File: src/rtl/rgbw_frame_ctrl.sv
// Frame scheduler between the bit-to-word assembler and the RGBW output engine:
// captures strobed words into a FIFO, converts RGB to RGBW and sequences frame latching.
module rgbw_frame_ctrl #(
  parameter int FIFO_AW    = 4,
  parameter int LATCH_CLKS = 5280,
  parameter int LATCH_W    = 13
) (
  input  logic        clk,
  input  logic        rst,
  input  logic [31:0] in_word,
  input  logic        in_strobe,
  output logic [31:0] tx_word,
  output logic        tx_valid,
  input  logic        tx_ready,
  input  logic        tx_idle,
  output logic        tx_latch,
  output logic [15:0] frame_count,
  output logic        fifo_overflow
);

  localparam int DEPTH = 2 ** FIFO_AW;

  localparam logic [2:0] S_IDLE  = 3'd0;
  localparam logic [2:0] S_CONV  = 3'd1;
  localparam logic [2:0] S_SEND  = 3'd2;
  localparam logic [2:0] S_DRAIN = 3'd3;
  localparam logic [2:0] S_LATCH = 3'd4;

  logic               strobe_q;
  logic               pend_vld;
  logic [24:0]        pend_ent;
  logic [24:0]        mem [DEPTH];
  logic [FIFO_AW:0]   wr_ptr;
  logic [FIFO_AW:0]   rd_ptr;
  logic               fifo_full;
  logic               fifo_empty;
  logic               push;
  logic               pop;
  logic [2:0]         state;
  logic [24:0]        cur_ent;
  logic [LATCH_W-1:0] latch_cnt;
  logic [7:0]         g_in, r_in, b_in, w_min;
  logic               unused_in_bits;

  // Bits 29:24 of the assembler word carry nothing this block needs.
  assign unused_in_bits = ^in_word[29:24];

  // Pointers carry one extra wrap bit so full and empty differ only in the MSB.
  assign fifo_empty = (wr_ptr == rd_ptr);
  assign fifo_full  = (wr_ptr[FIFO_AW] != rd_ptr[FIFO_AW]) &&
                      (wr_ptr[FIFO_AW-1:0] == rd_ptr[FIFO_AW-1:0]);
  assign push       = pend_vld && !fifo_full;
  assign pop        = (state == S_IDLE) && !fifo_empty;

  // NOTE: sequential state uses non-blocking assignments so every register samples pre-edge values.
  always_ff @(posedge clk or posedge rst) begin
    if (rst) begin
      strobe_q <= 1'b0;
      pend_vld <= 1'b0;
      pend_ent <= '0;
    end else begin
      strobe_q <= in_strobe;
      pend_vld <= in_strobe && !strobe_q && in_word[31];
      pend_ent <= in_word[30] ? {1'b1, 24'h0} : {1'b0, in_word[23:0]};
    end
  end

  always_ff @(posedge clk or posedge rst) begin
    if (rst) begin
      wr_ptr        <= '0;
      rd_ptr        <= '0;
      fifo_overflow <= 1'b0;
    end else begin
      if (push) wr_ptr <= wr_ptr + 1'b1;
      if (pop)  rd_ptr <= rd_ptr + 1'b1;
      if (pend_vld && fifo_full) fifo_overflow <= 1'b1;
    end
  end

  // NOTE: storage has no reset; emptiness comes from the pointers, so stale contents are never read.
  always_ff @(posedge clk) begin
    if (push) mem[wr_ptr[FIFO_AW-1:0]] <= pend_ent;
  end

  // NOTE: every combinational output gets a default first so no latch is inferred.
  always_comb begin
    g_in  = cur_ent[7:0];
    r_in  = cur_ent[15:8];
    b_in  = cur_ent[23:16];
    w_min = g_in;
    if (r_in < w_min) w_min = r_in;
    if (b_in < w_min) w_min = b_in;
  end

  always_ff @(posedge clk or posedge rst) begin
    if (rst) begin
      state       <= S_IDLE;
      cur_ent     <= '0;
      tx_word     <= '0;
      tx_valid    <= 1'b0;
      tx_latch    <= 1'b0;
      latch_cnt   <= '0;
      frame_count <= '0;
    end else begin
      case (state)
        S_IDLE: begin
          if (pop) begin
            cur_ent <= mem[rd_ptr[FIFO_AW-1:0]];
            state   <= S_CONV;
          end
        end
        S_CONV: begin
          if (cur_ent[24]) begin
            state <= S_DRAIN;
          end else begin
            tx_word  <= {g_in - w_min, r_in - w_min, b_in - w_min, w_min};
            tx_valid <= 1'b1;
            state    <= S_SEND;
          end
        end
        S_SEND: begin
          if (tx_ready) begin
            tx_valid <= 1'b0;
            state    <= S_IDLE;
          end
        end
        S_DRAIN: begin
          // Latch only once the engine has shifted out every accepted pixel.
          if (tx_idle) begin
            latch_cnt <= LATCH_W'(LATCH_CLKS - 1);
            tx_latch  <= 1'b1;
            state     <= S_LATCH;
          end
        end
        S_LATCH: begin
          if (latch_cnt == '0) begin
            tx_latch    <= 1'b0;
            frame_count <= frame_count + 16'd1;
            state       <= S_IDLE;
          end else begin
            latch_cnt <= latch_cnt - 1'b1;
          end
        end
        default: state <= S_IDLE;
      endcase
    end
  end

endmodule

File: config.mk
export PLATFORM = sky130hd
export DESIGN_NAME = rgbw_frame_ctrl
export DESIGN_NICKNAME = d
export VERILOG_FILES = /design/src/rtl/rgbw_frame_ctrl.sv
export SDC_FILE = /design/constraint.sdc
export NUM_CORES = 1
export LEC_CHECK = 0
export CELL_PAD_IN_SITES_DETAIL_PLACEMENT = 1
export CELL_PAD_IN_SITES_GLOBAL_PLACEMENT = 1
export CORE_UTILIZATION = 35
export DETAILED_ROUTE_END_ITERATION = 7
export MAX_ROUTING_LAYER = met4
export PLACE_DENSITY_LB_ADDON = 0.1
export SLEW_MARGIN = 40
export SYNTH_ARGS = -nofsm -noshare
export SYNTH_HDL_FRONTEND = slang
export SYNTH_SLANG_ARGS = --single-unit
File: constraint.sdc
create_clock -name clk -period 5.6 [get_ports clk]
set_input_delay 0.84 -clock clk [delete_from_list [all_inputs] [get_ports clk]]
set_output_delay 0.84 -clock clk [all_outputs]
set_load 0.1 [all_outputs]
; After elaboration in Yosys (flattened, before gate mapping)
; Memories as Yosys holds them, arrays and structs flattened. A register that Yosys moved wholly into a read port is not among the register bits.
; Cells that the tools add are included.
[word_totals]
ram_bits = 400
inputBits = 37
ff_bits = 104
mem_count = 1
wordCells = 76
out_inout_bits = 51
[classes]
add_sub_neg = 7
n_reduce_logical = 20
order_cmp = 2
mux = 20
bitwise_logic = 1
n_eq_ne = 13
[mem_list]
columns = name, depth, word_bits, rd, rd_ports_with_merged_regs, wr, line_no
row1 = mem, 16, 25, 1, 1, 1, 32  ; logic [24:0] mem [DEPTH];
[ops]
columns = op, n
row1 = 13-bit two-way mux, 2
row2 = 13-bit case mux with 2 select lines, 1
row3 = 25-bit two-way mux, 1
row4 = 8-bit subtractor, 3
row5 = "16-bit by 1-bit adder with 16-bit output, second input constant", 1
row6 = 8-bit less-than comparator, 2
row7 = 8-bit two-way mux, 2
row8 = 3-bit case mux with 5 select lines, 1
row9 = 13-bit logical NOT, 1
row10 = "13-bit by 1-bit subtractor with 13-bit output, second input constant", 1
row11 = 3-bit two-way mux, 4
row12 = "2-bit != test, second input constant", 6
row13 = "5-bit by 1-bit adder with 5-bit output, second input constant", 2
row14 = 3-bit AND reduction, 3
row15 = 1-bit two-way mux, 7
row16 = "3-bit by 2-bit == test with 1-bit output, second input constant", 2
row17 = 1-bit logical AND, 6
row18 = 2-bit AND reduction, 3
row19 = 5-bit == test, 1
row20 = 4-bit == test, 1
row21 = 1-bit case mux with 2 select lines, 2
row22 = 4-bit AND reduction, 1
row23 = 2-bit nonzero test, 2
row24 = "3-bit by 1-bit == test with 1-bit output, second input constant", 1
row25 = 5 further kinds, 7

; Logic depth before layout (Yosys ltp)
[depth]
word_depth = 6
depth_mapped = 28
depth_no_buf = 25

; Worst setup path after synthesis
; No wires, ideal clock.
[synth_path]
path_kind = flip-flop to flip-flop
from = register cur_ent[1], read port of mem
to = register tx_word[15]
t_arrival_ns = 5.763
path_slack_ns = -0.294
required_ns = 5.468
path_stages_with_launch = 26
path_cell_list = dfrtp_1 > clkbuf_1 > clkinv_1 > ha_1 > a31oi_2 > o211ai_4 > buf_2 > mux2_2 > inv_1 > ha_1 > a41o_1 > a221oi_1 > and2_1 > buf_2 > nand2_1 > o21ai_0 > ha_1 > inv_1 > o21ai_0 > a22oi_1 > a41o_1 > and2_4 > a211o_1 > a41o_1 > a2111oi_4 > a211oi_2
[synth_via]
elab_chain_len = 5
[synth_rtl]
columns = item, line_no
row1 = from (decl), 40  ; logic [24:0] cur_ent;
row2 = 8-bit less-than comparator, 91  ; if (r_in < w_min) w_min = r_in;
row3 = 8-bit two-way mux *, 91
row4 = 8-bit less-than comparator, 92  ; if (b_in < w_min) w_min = b_in;
row5 = 8-bit two-way mux *, 92
row6 = named net w_min[0], 42  ; logic [7:0] g_in, r_in, b_in, w_min;
row7 = 8-bit subtractor *, 116  ; tx_word <= {g_in - w_min, r_in - w_min, b_in - w_min, w_min};
row8 = to (signal assigned), 116
row9 = to (decl), 12  ; output logic [31:0] tx_word,
; The timed path passes the listed nets; every way through them passes the cells marked *.
; A chain may end at the register's enable or synchronous reset.

; Worst setup path in the final report
[layout_path]
from = register cur_ent[6], read port of mem
to = register tx_word[15]
; The elaborated chain is that of the path after synthesis.

==> results.md <==
Run status:
- The run finished with clean final reports.

Critical path:
- Setup slack on the worst reg-to-reg path comes out at 370 ps.
- Together, buffers and inverters on the worst path number 3.
- The slowest stage of the critical path is the sky130_fd_sc_hd__mux2_2 cell.
- The reg-to-reg critical path endpoint is tx_word[15].
- The worst setup path is launched from a flip-flop.
- The worst endpoint required time is 6090 ps.
- Among cell families on the critical path, the largest total delay comes from compound AO/OA/AOI/OAI gates.
- STA classifies the critical path endpoint as a flip-flop.
- On the worst path, the slowest cell contributes a delay of 460 ps.
- STA puts the critical path data arrival time at 5730 ps.
- The critical path startpoint is cur_ent[6].
- The setup path with the least slack is of type reg2reg.
- The path depth of the worst reg2reg path is 23.
- Traced cell by cell, the critical path runs through inv_1 -> ha_1 -> and4_1 -> nand2_1 -> o211ai_4 -> mux2_2 -> inv_1 -> ha_1 -> a41o_1 -> a221oi_4 -> and2_2 -> nand2_1 -> o21ai_4 -> ha_1 -> inv_1 -> o21ai_0 -> a22oi_1 -> a41o_1 -> and2_4 -> a211o_1 -> a41o_1 -> a2111oi_4 -> a211oi_2.
- The worst register-to-register path begins at cur_ent[6].
- Of all nets on the critical path, the largest fanout is 6.

Timing:
- Setup violations remaining at the end of the flow were counted as 0.
- Setup repair after global routing left no endpoint under its margin.
- Headroom to the max-slew limit came out at 0.481.
- At the pin with the least slew margin, the transition time is 779 ps.
- Timing would allow up to 191 MHz.
- The final sum of negative setup slack is 0 ps.
- The time the final worst path needs with I/O delays and setup is 5230 ps.
- The final number of max-transition violations was 0.
- The final clock skew is 27.5 ps.
- The number of hold violations in the final report is 0.
- In the finished design, the share of the clock period the worst path needs comes to 0.934.

Logic synthesis:
- The share of flip-flops with an asynchronous set or reset after synthesis is 0.244.
- The mapped netlist covers 22000 um^2.
- Counting every instance in the synthesized netlist gives 1279.
- In this run, distinct cell masters in the synthesized netlist total 68.
- The total of warnings raised by yosys is 0.
- The average instance in the mapped netlist occupies 17.2 um^2.
- The flip-flop and latch count after synthesis is 529.
- Counting flops with a built-in enable in the synthesized netlist gives 400.
- The post-synth net total is 1344.
- The sequential-to-total area share from yosys stat is 0.693.
- Among all flip-flop cells after synthesis, the most frequent one is sky130_fd_sc_hd__edfxtp_1.

Run:
- The max-cap violation count is 0.

CTS:
- TritonCTS built the clock tree.
- The clock passes through at most 3 buffers.
- At the later pin of the worst-skew pair, clock insertion delay measures 640 ps.
- Counting every sink on the clock net gives 529.
- The clock tree synthesis step divided the H-tree into 2 levels.
- The clock-pin slew of the registers on the worst-case setup and hold paths is 60 ps.
- The number of buffers created by CTS is 58.
- The cell at the root of the clock tree is sky130_fd_sc_hd__clkbuf_16.

Power and ir drop:
- The fraction of power consumed by combinational cells is 0.479.
- The power density over the cells is 662 nW/um^2.
- The share of total power dissipated in the clock network is 0.233.
- The worst-case vdd ir drop is 0.297 mV.
- The switching share of power is 0.395.
- The leakage power summed over all cells is 9.25 nW.
- Of the total power, registers draw 0.288.
- The internal power summed over all cells is 10.4 mW.
- The power dissipated by switching net loads is 6.79 mW.

Layout:
- At the end of the flow the core is filled with cells to 0.420.
- Once layout is complete, the cells apart from fillers number 2307.
- At the end of the flow, the number of nets in the layout was 1486.
- In the final layout, the share of cells above drive strength 1 is 0.267.
- The library cells used most frequently in the layout, excluding fill and tap cells, are sky130_fd_sc_hd__edfxtp_1 (400), sky130_fd_sc_hd__dfrtp_1 (126), sky130_fd_sc_hd__mux4_2 (125).
- The most common library cell in the layout ignoring fill and taps is sky130_fd_sc_hd__edfxtp_1.
- From synthesis to final layout, the design area changed by 18.2%.
- After routing the design area is 26000 um^2.

Global route:
- In the global route stage, overall resource usage came out at 0.181.
- The wire length of the first global-routing pass is 82200 um.
- The initial antenna violation count is 2.
- The via count of the first global-routing pass is 12600.
- Entering global routing, the biggest net connects 58 pins.
- Global routing finished with a remaining overflow of 0.

Place:
- After detailed placement, the total cell area comes to 23900 um^2.
- During placement, the flow inserted port buffers numbering 81.
- The global placer's final weighted congestion is 0.768.
- Once detailed placement completed, the half-perimeter wirelength came to 31700 um.
- In this run, placement finished with an instance count of 2197.

Route:
- The number of routed nets with antenna violations is 0.
- The mean number of vias per cell is 5.07.
- Dividing the detail-routed wire length by the instance count gives 23.3 um.
- The first-pass iteration count of the detailed router is 7.
- The sum of routed wire length over all layers is 53800 um.
- In the routed design, unresolved DRC markers number 0.
- The violation count after the first detailed-routing iteration is 698.
- The number of vias in the routed layout is 11700.

Floorplan:
- The number of placement rows is 91.
- The count of boundary I/O pins is 88.
- From left edge to right edge, the die measures 253 um.
- The floorplan step defined a die boundary enclosing 63800 um^2.
- The initial core utilization is 0.355.
- The floorplan step set the die height to 253 um.
- In this run the standard cell core region covers 61900 um^2.

Hold path:
- The path type of the worst min-delay path is reg2reg.
- The terminating pin of the worst hold path is pend_vld.
- The origin of the worst min-delay path is strobe_q.
- The cell count of the worst hold path is 1.
==> repair_timing <==
item / 4_1_cts / 5_1_grt
endpoints found under the setup margin: 0 / 10
setup buffers: 0 / 1
resized for setup: 0 / 13
hold buffers: 0 / 0
==> worst max path at each step <==
stage	depth (start not counted)	end	slack (ps)
global route	25	tx_word[23]	7
CTS	24	tx_word[15]	10
detailed placement	24	tx_word[15]	30
floorplan	25	tx_word[15]	10
finish	23	tx_word[15]	370
global placement	24	tx_word[15]	190
==> logic make-up (layout without fill, tap and decap cells) <==
group,Yosys count,in the layout,synth area share
AOI/OAI and AO/OA,139,139,0.0434
xor gates and xnor gates,59,59,0.0235
adders and majority gates,30,30,0.0168
buffers and inverters,98,288,0.0172
DFF,529,529,0.693
muxes,168,168,0.150
other,0,1,0
and+or+nand+nor,256,256,0.0559
==> per-stage QoR <==
step | power, mW | hold slack (ps) | setup slack, ps
after floorplan | 10.9 | 377 | 13.7
after global placement | 13.3 | 395 | 187
after detailed placement | 13.3 | 397 | 33.1
after CTS | 17.4 | 404 | 11.5
after global routing | 18.4 | 434 | 7.41
final | 17.2 | 395 | 367
==> state kept, by name, summed over array words and instances (netlist names) <==
signal and count:
frame_count 16, wr_ptr 5, strobe_q 1, mem 400
cur_ent 25, tx_latch 1, rd_ptr 5, pend_ent 25
state 3, latch_cnt 13, tx_valid 1, fifo_overflow 1
pend_vld 1, tx_word 32
==> final cells by class <==
| class | instances | area, um^2 |
|---|---|---|
| Clock inverter | 31 | 454 |
| Fill cell | 6121 | 36000 |
| Clock buffer | 77 | 1570 |
| Inverter | 37 | 145 |
| Antenna cell | 1 | 2.50 |
| Tap cell | 837 | 1050 |
| Timing Repair Buffer | 143 | 1060 |
| Multi-Input combinational cell | 652 | 6460 |
| Sequential cell | 529 | 15200 |
==> power groups by stage <==
stage	clock network (mW)	registers, mW	logic [mW]
final	4.01	4.95	8.24
after global routing	4.25	5.02	9.10
after CTS	4.13	4.96	8.27
after detailed placement	0	5.04	8.24
after global placement	0	5.03	8.23
after floorplan	0	5.70	5.22
==> synth_stat cells, types with 3 or more instances <==
library cell               number  area share
sky130_fd_sc_hd__edfxtp_1     400        0.55
sky130_fd_sc_hd__dfrtp_1      129        0.15
sky130_fd_sc_hd__mux4_2       125        0.13
sky130_fd_sc_hd__nand2_1       96       0.016
sky130_fd_sc_hd__nor2_1        46      0.0079
sky130_fd_sc_hd__o21ai_0       45       0.010
sky130_fd_sc_hd__xnor2_1       44       0.018
sky130_fd_sc_hd__clkbuf_1      40      0.0068
sky130_fd_sc_hd__inv_1         35      0.0060
sky130_fd_sc_hd__mux2_2        31       0.016
sky130_fd_sc_hd__ha_1          28       0.016
sky130_fd_sc_hd__nor2b_1       27      0.0077
sky130_fd_sc_hd__and2_1        22      0.0063
sky130_fd_sc_hd__a21oi_1       21      0.0048
sky130_fd_sc_hd__nand3_1       16      0.0036
sky130_fd_sc_hd__xor2_1        15      0.0060
sky130_fd_sc_hd__buf_1         13      0.0022
sky130_fd_sc_hd__mux2i_1        9      0.0041
sky130_fd_sc_hd__nor3_1         9      0.0020
sky130_fd_sc_hd__buf_2          8      0.0018
sky130_fd_sc_hd__nand2b_1       8      0.0023
sky130_fd_sc_hd__o21ai_1        7      0.0016
sky130_fd_sc_hd__or3_1          7      0.0020
sky130_fd_sc_hd__a31oi_1        6      0.0017
sky130_fd_sc_hd__and3_1         6      0.0017
sky130_fd_sc_hd__nand4_1        6      0.0017
sky130_fd_sc_hd__a211oi_1       5      0.0017
sky130_fd_sc_hd__a21o_1         5      0.0017
sky130_fd_sc_hd__a221oi_1       4      0.0016
sky130_fd_sc_hd__a22oi_1        4      0.0014
sky130_fd_sc_hd__nor4_1         4      0.0011
sky130_fd_sc_hd__a41o_1         3      0.0014
sky130_fd_sc_hd__nor3b_1        3      0.0010
sky130_fd_sc_hd__o211ai_1       3      0.0010
sky130_fd_sc_hd__o221ai_1       3      0.0012
sky130_fd_sc_hd__o22ai_1        3     0.00085
==> per-layer routing <==
layer | GRT usage | vias to the layer above | wire (um)
met1 | 0.228 | 6165 | 23100
met5 | - | - | 0
met2 | 0.303 | 204 | 27700
li1 | - | 5250 | -
met3 | 0.0252 | 77 | 1910
met4 | 0.0507 | 0 | 1130
==> worst reg2reg max path: stages (launching register included) <==
cell,delay (ps)
sky130_fd_sc_hd__dfrtp_1,420
sky130_fd_sc_hd__inv_1,60
sky130_fd_sc_hd__ha_1,310
sky130_fd_sc_hd__and4_1,230
sky130_fd_sc_hd__nand2_1,100
sky130_fd_sc_hd__o211ai_4,260
sky130_fd_sc_hd__mux2_2,460
sky130_fd_sc_hd__inv_1,110
sky130_fd_sc_hd__ha_1,240
sky130_fd_sc_hd__a41o_1,280
sky130_fd_sc_hd__a221oi_4,320
sky130_fd_sc_hd__and2_2,260
sky130_fd_sc_hd__nand2_1,110
sky130_fd_sc_hd__o21ai_4,110
sky130_fd_sc_hd__ha_1,200
sky130_fd_sc_hd__inv_1,60
sky130_fd_sc_hd__o21ai_0,70
sky130_fd_sc_hd__a22oi_1,90
sky130_fd_sc_hd__a41o_1,310
sky130_fd_sc_hd__and2_4,160
sky130_fd_sc_hd__a211o_1,280
sky130_fd_sc_hd__a41o_1,280
sky130_fd_sc_hd__a2111oi_4,360
sky130_fd_sc_hd__a211oi_2,60
Note: power is estimated with default switching activity, not from simulation.
